`src/rtl/motor_pkg.sv`:
```
// motor_pkg: shared types and constants for the differential motor drive.
//   dir_t        : wheel direction (forward / reverse)
//   chan_state_t : per-wheel channel state (running / dead-time coast)
//   target_t     : wheel target as sign + 8-bit magnitude
//   mix_sat()    : saturates a 10-bit signed mix result to [-255, +255]
package motor_pkg;

  localparam int PWM_BITS = 8;
  localparam int DUTY_MAX = 255;

  localparam logic [1:0] BR_FWD   = 2'b10;
  localparam logic [1:0] BR_REV   = 2'b01;
  localparam logic [1:0] BR_COAST = 2'b00;

  typedef enum logic {DIR_FWD = 1'b0, DIR_REV = 1'b1} dir_t;
  typedef enum logic {CH_RUN = 1'b0, CH_DEAD = 1'b1} chan_state_t;

  typedef struct packed {
    logic       neg;
    logic [7:0] mag;
  } target_t;

  // Symmetric saturation: -512 maps to magnitude 255, not 256.
  function automatic target_t mix_sat(input logic signed [9:0] v);
    target_t          t;
    logic signed [9:0] n;
    n     = -v;
    t.neg = v[9];
    if (v > 10'sd255 || v < -10'sd255) t.mag = 8'd255;
    else if (v[9])                     t.mag = n[7:0];
    else                               t.mag = v[7:0];
    return t;
  endfunction

endpackage

```
`src/rtl/motor_channel.sv`:
```
// motor_channel: one H-bridge wheel channel.
//   Ports: clk_in, rst_in (async active-low), boundary_i (PWM period boundary),
//          tgt_neg_i / tgt_mag_i (target sign and magnitude), count_i (PWM count),
//          pwm_o, in1_o / in2_o (bridge direction pins, registered).
//   Duty slews toward the target once per period; a direction reversal first
//   ramps the duty to 0, then coasts for DEAD_PERIODS full periods.
//
//   state   | meaning
//   CH_RUN  | duty tracks target magnitude in the current direction
//   CH_DEAD | forced coast between directions, dead_cnt counts boundaries
module motor_channel
  import motor_pkg::*;
#(
  parameter int SLEW         = 16,
  parameter int DEAD_PERIODS = 2
) (
  input  logic       clk_in,
  input  logic       rst_in,
  input  logic       boundary_i,
  input  logic       tgt_neg_i,
  input  logic [7:0] tgt_mag_i,
  input  logic [7:0] count_i,
  output logic       pwm_o,
  output logic       in1_o,
  output logic       in2_o
);

  localparam int         DW     = $clog2(DEAD_PERIODS + 1);
  localparam logic [7:0] SLEW_V = 8'(SLEW);

  chan_state_t   state_q, state_d;
  dir_t          dir_q, dir_d, tgt_dir;
  logic [7:0]    duty_q, duty_d;
  logic [DW-1:0] dead_q, dead_d;
  logic          pwm_q, pwm_d;
  logic [1:0]    br_q, br_d;

  function automatic logic [7:0] slew_to(input logic [7:0] cur, input logic [7:0] tgt);
    logic [7:0] r;
    if (tgt > cur) r = ((tgt - cur) > SLEW_V) ? cur + SLEW_V : tgt;
    else           r = ((cur - tgt) > SLEW_V) ? cur - SLEW_V : tgt;
    return r;
  endfunction

  always_ff @(posedge clk_in or negedge rst_in) begin
    if (!rst_in) begin
      state_q <= CH_RUN;
      dir_q   <= DIR_FWD;
      duty_q  <= '0;
      dead_q  <= '0;
      pwm_q   <= 1'b0;
      br_q    <= BR_COAST;
    end else begin
      state_q <= state_d;
      dir_q   <= dir_d;
      duty_q  <= duty_d;
      dead_q  <= dead_d;
      pwm_q   <= pwm_d;
      br_q    <= br_d;
    end
  end

  assign tgt_dir = tgt_neg_i ? DIR_REV : DIR_FWD;

  always_comb begin
    state_d = state_q;
    dir_d   = dir_q;
    duty_d  = duty_q;
    dead_d  = dead_q;
    if (boundary_i) begin
      case (state_q)
        CH_RUN: begin
          if (tgt_mag_i == 8'd0 || tgt_dir == dir_q) begin
            duty_d = slew_to(duty_q, tgt_mag_i);
          end else if (duty_q == 8'd0) begin
            state_d = CH_DEAD;
            dead_d  = DW'(DEAD_PERIODS);
          end else begin
            duty_d = slew_to(duty_q, 8'd0);
          end
        end
        CH_DEAD: begin
          duty_d = 8'd0;
          dead_d = dead_q - DW'(1);
          // Leaving dead time: adopt the target sign (zero keeps direction)
          // and take the first ramp step in the same boundary.
          if (dead_q == DW'(1)) begin
            state_d = CH_RUN;
            if (tgt_mag_i != 8'd0) dir_d = tgt_dir;
            duty_d = slew_to(8'd0, tgt_mag_i);
          end
        end
        default: state_d = CH_RUN;
      endcase
    end
  end

  always_comb begin
    pwm_d = (count_i < duty_q);
    if (state_q == CH_DEAD || duty_q == 8'd0) br_d = BR_COAST;
    else if (dir_q == DIR_FWD)               br_d = BR_FWD;
    else                                     br_d = BR_REV;
  end

  assign pwm_o = pwm_q;
  assign in1_o = br_q[1];
  assign in2_o = br_q[0];

endmodule

```
`src/rtl/motor_drive.sv`:
```
// motor_drive: differential-drive H-bridge controller.
//   Ports: clk_in, rst_in (async active-low), valid_in strobe with signed
//          speed/turn commands; pwm/in1/in2 per wheel, period_out boundary
//          strobe, timeout_out while the command watchdog has expired.
//   Owns speed/turn mixing with saturation, the PWM timebase and the
//   watchdog; each wheel is a motor_channel.
module motor_drive
  import motor_pkg::*;
#(
  parameter int PWM_DIV         = 4,
  parameter int SLEW            = 16,
  parameter int DEAD_PERIODS    = 2,
  parameter int TIMEOUT_PERIODS = 64
) (
  input  logic       clk_in,
  input  logic       rst_in,
  input  logic       valid_in,
  input  logic [8:0] speed,
  input  logic [8:0] turn,
  output logic       pwm_l_out,
  output logic       pwm_r_out,
  output logic       in1_l_out,
  output logic       in2_l_out,
  output logic       in1_r_out,
  output logic       in2_r_out,
  output logic       period_out,
  output logic       timeout_out
);

  localparam int PW = (PWM_DIV > 1) ? $clog2(PWM_DIV) : 1;
  localparam int TW = $clog2(TIMEOUT_PERIODS + 1);

  logic [PW-1:0]       presc_q, presc_d;
  logic [PWM_BITS-1:0] cnt_q, cnt_d;
  logic                tick, boundary;
  logic [TW-1:0]       wd_q, wd_d;
  logic                tmo_q, tmo_d;
  logic                per_q;
  target_t             tgt_l_q, tgt_l_d, tgt_r_q, tgt_r_d;
  logic [9:0]          mix_l, mix_r;

  assign tick     = (presc_q == PW'(PWM_DIV - 1));
  assign boundary = tick && (cnt_q == PWM_BITS'(DUTY_MAX));
  assign presc_d  = tick ? '0 : presc_q + PW'(1);
  assign cnt_d    = tick ? cnt_q + PWM_BITS'(1) : cnt_q;

  // Sign-extend to 10 bits so the full +-512 range of the sum is exact.
  assign mix_l = {speed[8], speed} + {turn[8], turn};
  assign mix_r = {speed[8], speed} - {turn[8], turn};

  always_comb begin
    wd_d    = wd_q;
    tmo_d   = tmo_q;
    tgt_l_d = tgt_l_q;
    tgt_r_d = tgt_r_q;
    if (valid_in) begin
      wd_d    = '0;
      tmo_d   = 1'b0;
      tgt_l_d = mix_sat(mix_l);
      tgt_r_d = mix_sat(mix_r);
    end else if (boundary && wd_q != TW'(TIMEOUT_PERIODS)) begin
      wd_d = wd_q + TW'(1);
      if (wd_q == TW'(TIMEOUT_PERIODS - 1)) begin
        tmo_d   = 1'b1;
        tgt_l_d = '0;
        tgt_r_d = '0;
      end
    end
  end

  always_ff @(posedge clk_in or negedge rst_in) begin
    if (!rst_in) begin
      presc_q <= '0;
      cnt_q   <= '0;
      wd_q    <= '0;
      tmo_q   <= 1'b0;
      per_q   <= 1'b0;
      tgt_l_q <= '0;
      tgt_r_q <= '0;
    end else begin
      presc_q <= presc_d;
      cnt_q   <= cnt_d;
      wd_q    <= wd_d;
      tmo_q   <= tmo_d;
      per_q   <= boundary;
      tgt_l_q <= tgt_l_d;
      tgt_r_q <= tgt_r_d;
    end
  end

  motor_channel #(.SLEW(SLEW), .DEAD_PERIODS(DEAD_PERIODS)) u_left (
    .clk_in    (clk_in),
    .rst_in    (rst_in),
    .boundary_i(boundary),
    .tgt_neg_i (tgt_l_q.neg),
    .tgt_mag_i (tgt_l_q.mag),
    .count_i   (cnt_q),
    .pwm_o     (pwm_l_out),
    .in1_o     (in1_l_out),
    .in2_o     (in2_l_out)
  );

  motor_channel #(.SLEW(SLEW), .DEAD_PERIODS(DEAD_PERIODS)) u_right (
    .clk_in    (clk_in),
    .rst_in    (rst_in),
    .boundary_i(boundary),
    .tgt_neg_i (tgt_r_q.neg),
    .tgt_mag_i (tgt_r_q.mag),
    .count_i   (cnt_q),
    .pwm_o     (pwm_r_out),
    .in1_o     (in1_r_out),
    .in2_o     (in2_r_out)
  );

  assign period_out  = per_q;
  assign timeout_out = tmo_q;

endmodule

```
`config.mk`:
```
export PLATFORM = sky130hd
export DESIGN_NAME = motor_drive
export DESIGN_NICKNAME = d
export VERILOG_FILES = /design/src/rtl/motor_pkg.sv /design/src/rtl/motor_channel.sv /design/src/rtl/motor_drive.sv
export SDC_FILE = /design/constraint.sdc
export NUM_CORES = 1
export LEC_CHECK = 0
export CORE_MARGIN = 3
export CORE_UTILIZATION = 63
export CTS_BUF_LIST = sky130_fd_sc_hd__clkbuf_8
export DETAILED_ROUTE_END_ITERATION = 7
export PLACE_DENSITY = 0.9
export SLEW_MARGIN = 20
export SYNTH_ARGS = -nofsm -noshare
export SYNTH_HDL_FRONTEND = slang
export SYNTH_SLANG_ARGS = --single-unit
export TNS_END_PERCENT = 30
```
`constraint.sdc`:
```
create_clock -name clk_in -period 9.2 [get_ports clk_in]
set_clock_uncertainty 0.1 [all_clocks]
set_input_delay 2.76 -clock clk_in [delete_from_list [all_inputs] [get_ports clk_in]]
set_output_delay 2.76 -clock clk_in [all_outputs]
set_load 0.03 [all_outputs]
```
==> results of run 1 <==
[state kept, by name (all words and copies together) (netlist names), 2 cells and up]
register,count
cnt_q,8
presc_q,2
tgt_l_q,9
tgt_r_q,9
u_left.br_q,2
u_left.dead_q,2
u_left.duty_q,8
u_right.br_q,2
u_right.dead_q,2
u_right.duty_q,8
wd_q,7
[power by group through the flow]
stage / Combinational [mW] / Sequential (mW) / Clock [mW]
after floorplan: 0.355 / 0.341 / 0
after global placement: 0.423 / 0.354 / 0
after detailed placement: 0.444 / 0.355 / 0
after CTS: 0.447 / 0.349 / 0.307
after global routing: 0.505 / 0.353 / 0.321
final: 0.457 / 0.350 / 0.307
[cells by family (layout without fill, tap and decap cells)]
group	count (synthesis)	in the layout	share of synthesized area (%)
AND/OR/NAND/NOR	248	248	20.4
AO/OA/AOI/OAI	196	196	22.7
buffers and inverters	87	109	5.42
adder cells (fa/ha/maj)	81	81	16.4
flip-flops	67	67	26.4
XOR/XNOR	44	44	6.07
multiplexers	14	14	2.50
[cell usage in the layout, fill, tap and decap left out, types with 14 or more instances in the layout]
cell             Yosys  routed
a21oi_1             28      28
a31oi_1             14      14
clkdlybuf4s50_1      0      27
dfrtp_1             67      67
ha_1                77      77
inv_1               63      63
nand2_1             45      45
nand3_1             19      19
nor2_1              63      63
nor3_1              18      18
o21ai_0             36      36
xnor2_1             25      25
xor2_1              19      19
[worst min-delay path by stage]
stage / from / endpoint / slack, ns / cells after the start
floorplan: presc_q[0] / presc_q[0] / 0.30 / 1
global placement: presc_q[0] / presc_q[0] / 0.32 / 1
detailed placement: presc_q[0] / presc_q[0] / 0.33 / 1
CTS: presc_q[0] / presc_q[0] / 0.35 / 1
global route: presc_q[0] / presc_q[0] / 0.38 / 1
finish: presc_q[0] / presc_q[0] / 0.35 / 1
[stage by stage]
step | power [mW] | cell area [µm²] | utilization [%] | setup slack, ns | instances
2_1_floorplan | 0.696 | 6350 | - | 4.21 | 737
3_3_place_gp | 0.777 | 6690 | 68.5 | 3.50 | 876
3_5_place_dp | 0.800 | 6690 | 68.5 | 3.39 | 876
4_1_cts | 1.10 | 6940 | 71.0 | 3.74 | 892
5_1_grt | 1.18 | 6940 | 71.0 | 3.47 | 892
6_report | 1.11 | 6940 | 71.0 | 3.70 | 892
[area by class of cell]
| type | count | share of cell area (%) |
|---|---|---|
| multi-input combinational | 583 | 62.4 |
| sequential | 67 | 24.2 |
| timing repair buffer | 29 | 4.07 |
| inverter | 64 | 3.46 |
| tap | 133 | 2.40 |
| clock buffer | 9 | 1.78 |
| clock inverter | 7 | 1.77 |
[critical path, stage by stage]
cell and delay (ns):
clkdlybuf4s50_1 0.57, inv_1 0.07, ha_1 0.28, nor2b_1 0.15, o31a_1 0.28, o31ai_2 0.22
a21oi_1 0.17, a221oi_2 0.41, o21ai_0 0.18, a31oi_2 0.42, a221o_1 0.18
[layer usage]
layer  routed length (µm)  GRT usage (%)
met5                    0              0
met4                  338           11.5
met2                 7590           47.7
met1                 6550           36.1
met3                  842           3.95
==> impl_metrics.yaml, run 1 <==
detailed_routing:
  drtIter0Drc: 383
  drc: 0
  drt_pre_antenna_iters: 5
  routed-via-count: 5795
  vias_per_cell: 6.50
  wirelength_mm: 15.3
  ant_nets: 0
  wl_per_cell_um: 17.2
critical_path:
  cp-endpoint: "tgt_r_q[4]"
  cp.arrival_ns: 5.70
  crit_start: "turn[1]"
  r2r-start: "tgt_l_q[4]"
  worstSetupPathType: "input port to flip-flop"
  timing.rr.end: "u_left.duty_q[1]"
  r2r.worst_path.cells: 9
  endpoint_kind: "flip-flop"
  cp_max_fo: 8
  r2r_slack_ns: 5.85
  cp.required_ns: 9.39
  cp-start-kind: "input port"
power_and_ir_drop:
  seqPwrFrac_pct: 31.4
  ir_drop_mv: 0.0873
  cellLeakagePower_nw: 3.02
  switching_share_pct: 38.8
  power.density_nw_per_um2: 161
  internal-power_mw: 0.682
  p_sw_mw: 0.432
  clkPwrFrac_pct: 27.6
  power_frac_comb_pct: 41.0
cells_and_area:
  antenna_cells: 0
  syn_to_final_growth_pct: 9.32
  seqCellArea_um2: 1680
  fillCellCount: 717
  multiInputGateArea_um2: 4330
  drive_above_1_share_pct: 7.25
  nNetsFinal: 856
die:
  ios: 29
  start_util_pct: 65.0
  row_count: 36
  die_area_um2: 11300
  core_area_um2: 9770
  die-width_um: 106
  die_h_um: 106
yosys:
  synth_warnings: 0
  yosys.cell_count.top_type: "ha_1"
  syn_inst: 737
  synth-seq-cells: 67
  postSynthAreaPerCell_um2: 8.61
  synth-async-reset-ratio_pct: 100
  netlist-cell-type-count: 85
  synth_area_leader_cell: "dfrtp_1"
  synth_top_area_share_pct: 26.4
  synthFlopType: "dfrtp_1"
  synth_fp_nets: 839
  netlist_area_um2: 6350
  synth.area.top_cells: "dfrtp_1 26%, ha_1 15%, inv_1 3.7%, nor2_1 3.7%, xnor2_1 3.4%"
  synthTopCellsByCount: "77 x ha_1, 67 x dfrtp_1, 63 x inv_1, 63 x nor2_1, 45 x nand2_1"
  synth_edf_count: 0
  seq_area_frac_synth_pct: 26.4
outcome:
  status: "finished, final reports clean"
timing:
  rsz0062_at_grt: "false"
  max_slew_margin_pct: 24.6
  slew_viol_final: 0
  setup-tns-final_ns: 0
  tightest_slew_ns: 1.13
  fin_crit_ns: 5.50
  finalCritPeriodShare_pct: 59.8
  fmax_ghz: 0.182
  hold_viol: 0
  setup_viol: 0
  whs_ns: 0.347
global_route:
  grt_pass1_wl_mm: 26.6
  grt_max_degree: 68
  overflow: 0
  grt_usage_pct: 28.1
  grt_antenna_before_repair: 0
  first_global_vias: 5804
run:
  cap_violations: 0
cts:
  cts_buffer_depth: 2
  cts_max_level: 3
  cts-resized-gates: 0
  hold_buffers: 0
  cts_root_buf: "clkbuf_8"
  cts.sinks: 67
  tritoncts: "yes"
  clk_pin_slew_ns: 0.08
  cts_buffers: 9
  clk_latency_ns: 0.37
  post_cts_buffers: 0
place:
  portBuffers: 28
  dp_hpwl_mm: 11.8
  globalplace.congestion: 0.907
min_path:
  min_path_type: "flip-flop to flip-flop"
Power figures use the tool's default switching activity.
==> inputs of run 2 (changes only) <==
Settings changed: CORE_UTILIZATION 63 to 58, PLACE_DENSITY 0.9 to 0.87.
Clock period 9.2 ns to 4.9 ns, I/O delays scaled along.
==> run 2 against run 1 <==
Effect of this change:
- core utilization fell by 5.0 points
- sequential share of layout area up 0.13 points
- flip-flop and latch count stayed put
- cell area is 0.54% lower
- setup slack got worse by 3.0 ns
- critical endpoint is now tgt_r_q[3]
==> impl_metrics.yaml, run 2 (same netlist as run 1, synthesis figures left out) <==
outcome:
  status: "finished, final reports clean"
cts:
  clk_latency_ns: 0.36
  clk_pin_slew_ns: 0.07
  post_cts_buffers: 0
  cts_max_level: 3
  hold_buffers: 0
  tritoncts: "yes"
  cts_buffer_depth: 2
  cts_root_buf: "clkbuf_8"
  cts.sinks: 67
  cts-resized-gates: 0
  cts_buffers: 9
timing:
  tightest_slew_ns: 0.763
  setup-tns-final_ns: 0
  finalCritPeriodShare_pct: 86.8
  max_slew_margin_pct: 49.0
  hold_viol: 0
  fin_crit_ns: 4.25
  whs_ns: 0.333
  slew_viol_final: 0
  rsz0062_at_grt: "false"
  setup_viol: 0
  fmax_ghz: 0.235
  worst_slack_ns: 0.646
critical_path:
  crit_buf_inv: 2
  critical_path.top_delay_family: "compound AO/OA/AOI/OAI gates"
  cp.required_ns: 5.10
  cp_cell_sequence: "clkdlybuf4s50_1 -> inv_1 -> ha_1 -> nor2b_1 -> o31a_1 -> o31ai_2 -> a21oi_1 -> a221oi_2 -> o21ai_0 -> a31oi_2 -> a221o_1"
  cp_max_fo: 8
  endpoint_kind: "flip-flop"
  cp-start-kind: "input port"
  cpMaxStageDelayCell: "clkdlybuf4s50_1"
  cp.arrival_ns: 4.45
  max_stage_delay_ns: 0.57
  worstSetupPathType: "input port to flip-flop"
die:
  die_h_um: 111
  row_count: 37
  start_util_pct: 60.7
  core_area_um2: 10500
  ios: 29
  die_area_um2: 12200
  die-width_um: 111
detailed_routing:
  routed-via-count: 5767
  wl_per_cell_um: 16.9
  route.met2.wl_mm: 7.38
  drc: 0
  wirelength_mm: 15.1
  vias_per_cell: 6.44
  met3_length_um: 921
  wirelength_met1_mm: 6.54
  drt_pre_antenna_iters: 5
  ant_nets: 0
  highest_layer: "met4"
  drtIter0Drc: 486
cells_and_area:
  syn_to_final_growth_pct: 8.73
  final_common_cell: "ha_1"
  largestRegisters: "tgt_l_q: 9 flops, tgt_r_q: 9 flops"
  antenna_cells: 0
  nNetsFinal: 858
  drive_above_1_share_pct: 7.25
  postLayoutCellArea_um2: 6900
  mostFrequentLayoutCells: "77 x ha_1, 67 x dfrtp_1, 63 x inv_1, 63 x nor2_1, 45 x nand2_1"
power_and_ir_drop:
  power.density_nw_per_um2: 285
  cellLeakagePower_nw: 3.00
  ir_drop_mv: 0.157
place:
  globalplace.congestion: 0.887
  portBuffers: 28
  place_area_um2: 6710
  dp_slack_ns: 0.341
  dp_hpwl_mm: 11.6
global_route:
  overflow: 0
  grt_usage_pct: 24.6
  grt_max_degree: 44
  grt_antenna_before_repair: 0
  grt_pass1_wl_mm: 25.8
  first_global_vias: 5539
run:
  cap_violations: 0
min_path:
  min_path_type: "flip-flop to flip-flop"
[run 2: cell count changes in the layout (fill, tap and decap cells not counted), sizes merged]
cell      delta
clkbuf       +1
bufinv       -2
buf          +2
clkinvlp     +1
inv          -2
[run 2: per-stage QoR]
step	utilization [%]	cells	total power [mW]
finish	66.0	895	1.97
CTS	66.0	895	1.95
global placement	64.2	881	1.46
global route	66.0	895	2.09
floorplan	-	737	1.31
detailed placement	64.2	881	1.50
[run 2: final timing paths]
kind / slack [ns] / endpoint / cells after the start / from
max in group asynchronous: 2.77 / tgt_l_q[1] / 2 / rst_in
worst min-delay path: 0.33 / presc_q[0] / 1 / presc_q[0]
worst max register to register: 1.52 / u_left.duty_q[1] / 8 / u_left.duty_q[4]
min in group asynchronous: 0.98 / u_left.duty_q[5] / 1 / rst_in
worst max-delay path: 0.65 / tgt_r_q[3] / 11 / turn[1]
worst min register to register: 0.33 / presc_q[0] / 1 / presc_q[0]
[run 2: worst reg2reg max path: cells and delay by family, from the launching register on]
| kind | cells | cell delay [ns] |
|---|---|---|
| simple gates | 3 | 0.94 |
| mux | 2 | 0.75 |
| fa+ha+maj | 1 | 0.60 |
| flops | 1 | 0.52 |
| compound gates | 2 | 0.35 |
[run 2: cell type report]
type / count / area (µm²)
Multi-Input combinational cell: 583 / 4330
Fill cell: 858 / 3560
Clock buffer: 10 / 138
Tap cell: 136 / 170
Clock inverter: 4 / 52.6
Timing Repair Buffer: 31 / 298
Sequential cell: 67 / 1680
Inverter: 64 / 240
[run 2: where the power goes]
part           leakage, nW  total (mW)  switching, mW  internal [mW]
Combinational         2.04       0.851          0.501          0.350
Sequential           0.871       0.659         0.0690          0.590
Clock               0.0865       0.458          0.215          0.243
Total                 3.00        1.97          0.785           1.18
[run 2: metal layers]
layer | track usage [%] | up-vias
met1 | 31.9 | 2785
li1 | - | 2734
met2 | 41.5 | 216
met4 | 8.21 | 0
met5 | 0 | -
met3 | 4.38 | 32
==> inputs of run 3 (changes only) <==
Settings changed: CTS_CLUSTER_DIAMETER from default to 200, PLACE_DENSITY 0.87 to 0.8.
==> run 3 against run 2 <==
Effect of this change:
- critical endpoint is now tgt_r_q[6]
- hold slack improved by 0.0092 ns
- sequential power about the same
- global-route usage shrank 0.54 points
- maximum frequency up 0.86%
- first-iteration DRC count shrank 3.5%
- clock power about the same
- flip-flop and latch count is the same
- largest power group unchanged
- final cell count increased by 0.11%
- via count decreased by 2.2%
- combinational power is 0.6% lower
- setup slack gained 0.036 ns
==> impl_metrics.yaml, run 3 (same netlist as run 1, synthesis figures left out) <==
cells_and_area:
  largestRegisters: "tgt_l_q: 9 flops, tgt_r_q: 9 flops"
  mostFrequentLayoutCells: "77 x ha_1, 67 x dfrtp_1, 64 x inv_1"
  final_core_util_pct: 66.0
  antenna_cells: 0
  syn_to_final_growth_pct: 8.77
  nNetsFinal: 858
  final_common_cell: "ha_1"
  fillCellCount: 875
  drive_above_1_share_pct: 7.24
die:
  die_h_um: 111
  ios: 29
  core_area_um2: 10500
  row_count: 37
  die_area_um2: 12200
  die-width_um: 111
  start_util_pct: 60.7
place:
  dp_slack_ns: 0.331
  dp_hpwl_mm: 11.4
  globalplace.congestion: 0.927
  portBuffers: 28
detailed_routing:
  wl_per_cell_um: 16.3
  ant_nets: 0
  vias_per_cell: 6.29
  routed-via-count: 5640
  drtIter0Drc: 469
  drc: 0
  drt_pre_antenna_iters: 5
  wirelength_mm: 14.6
power_and_ir_drop:
  cellLeakagePower_nw: 3.02
  power_mw: 1.97
  power.density_nw_per_um2: 285
  ir_drop_mv: 0.144
timing:
  slew_viol_final: 0
  worst_slack_ns: 0.682
  whs_ns: 0.343
  rsz0062_at_grt: "false"
  setup_viol: 0
  fin_crit_ns: 4.22
  hold_viol: 0
  max_slew_margin_pct: 41.5
  setup-tns-final_ns: 0
  finalCritPeriodShare_pct: 86.1
  tightest_slew_ns: 0.877
  fmax_ghz: 0.237
critical_path:
  max_stage_delay_ns: 0.58
  cpMaxStageDelayCell: "clkdlybuf4s50_1"
  worstSetupPathType: "input port to flip-flop"
  critical_path.top_delay_family: "compound AO/OA/AOI/OAI gates"
  cp-start-kind: "input port"
  cp_max_fo: 8
  cp_cell_sequence: "clkdlybuf4s50_1 -> inv_1 -> ha_1 -> nor2b_1 -> o31a_1 -> o31ai_2 -> a21oi_1 -> a221oi_2 -> o21ai_0 -> a31oi_2 -> a221o_1"
  cp.arrival_ns: 4.41
  crit_buf_inv: 2
  endpoint_kind: "flip-flop"
  cp.required_ns: 5.09
cts:
  cts_max_level: 3
  cts_root_buf: "clkbuf_8"
  cts-resized-gates: 0
  cts_buffer_depth: 2
  clk_pin_slew_ns: 0.07
  cts_buffers: 9
  cts.sinks: 67
  tritoncts: "yes"
  post_cts_buffers: 0
  hold_buffers: 0
  clk_latency_ns: 0.36
outcome:
  status: "finished, final reports clean"
global_route:
  overflow: 0
  grt_antenna_before_repair: 0
  grt_usage_pct: 24.1
  grt_max_degree: 39
  first_global_vias: 5337
  grt_pass1_wl_mm: 25.1
min_path:
  min_path_type: "flip-flop to flip-flop"
run:
  cap_violations: 0
run 3: cell count changes in the layout (fill, tap and decap cells not counted), sizes merged:
cell,delta
clkinv,+2
inv,+1
clkinvlp,-2
run 3: worst paths after layout:
kind / start / end / slack, ns / cells past startpoint
min in group asynchronous: rst_in / wd_q[3] / 1.13 / 1
max in group asynchronous: rst_in / u_right.duty_q[5] / 2.66 / 2
hold / removal: presc_q[0] / presc_q[0] / 0.34 / 1
setup / recovery: turn[1] / tgt_r_q[6] / 0.68 / 11
hold reg to reg: presc_q[0] / presc_q[0] / 0.34 / 1
setup reg to reg: tgt_l_q[4] / u_left.duty_q[0] / 1.55 / 9
run 3: stage by stage:
step                      cell area (µm²)  std cells
after floorplan                      6350        737
after global placement               6710        881
after detailed placement             6710        881
after CTS                            6910        896
after global routing                 6910        896
final                                6910        896
run 3: report_power, final:
group | switching, mW | internal [mW] | leakage [nW]
Combinational | 0.496 | 0.351 | 2.04
Clock | 0.215 | 0.244 | 0.0995
Sequential | 0.0706 | 0.590 | 0.871
Total | 0.781 | 1.18 | 3.02
run 3: worst reg2reg max path, stage by stage, from the launching register on:
cell	delay, ns
dfrtp_1	0.46
inv_1	0.12
ha_1	0.56
nand4_1	0.20
nor3_1	0.37
a211oi_1	0.13
nor2_1	0.34
mux2_4	0.39
a21oi_4	0.21
mux2_2	0.37
run 3: area by class of cell:
class / count / area, µm² / area share (%)
multi-input combinational: 583 / 4330 / 62.7
sequential: 67 / 1680 / 24.3
timing repair buffer: 31 / 298 / 4.31
inverter: 64 / 240 / 3.48
tap: 136 / 170 / 2.46
clock buffer: 10 / 138 / 1.99
clock inverter: 5 / 55.1 / 0.797
run 3: per-layer routing:
layer	up-vias	track usage (%)	wire length [µm]
met5	-	0	0
met4	0	9.44	372
met3	40	3.34	792
met2	197	37.9	6690
met1	2685	33.6	6750
li1	2718	-	-
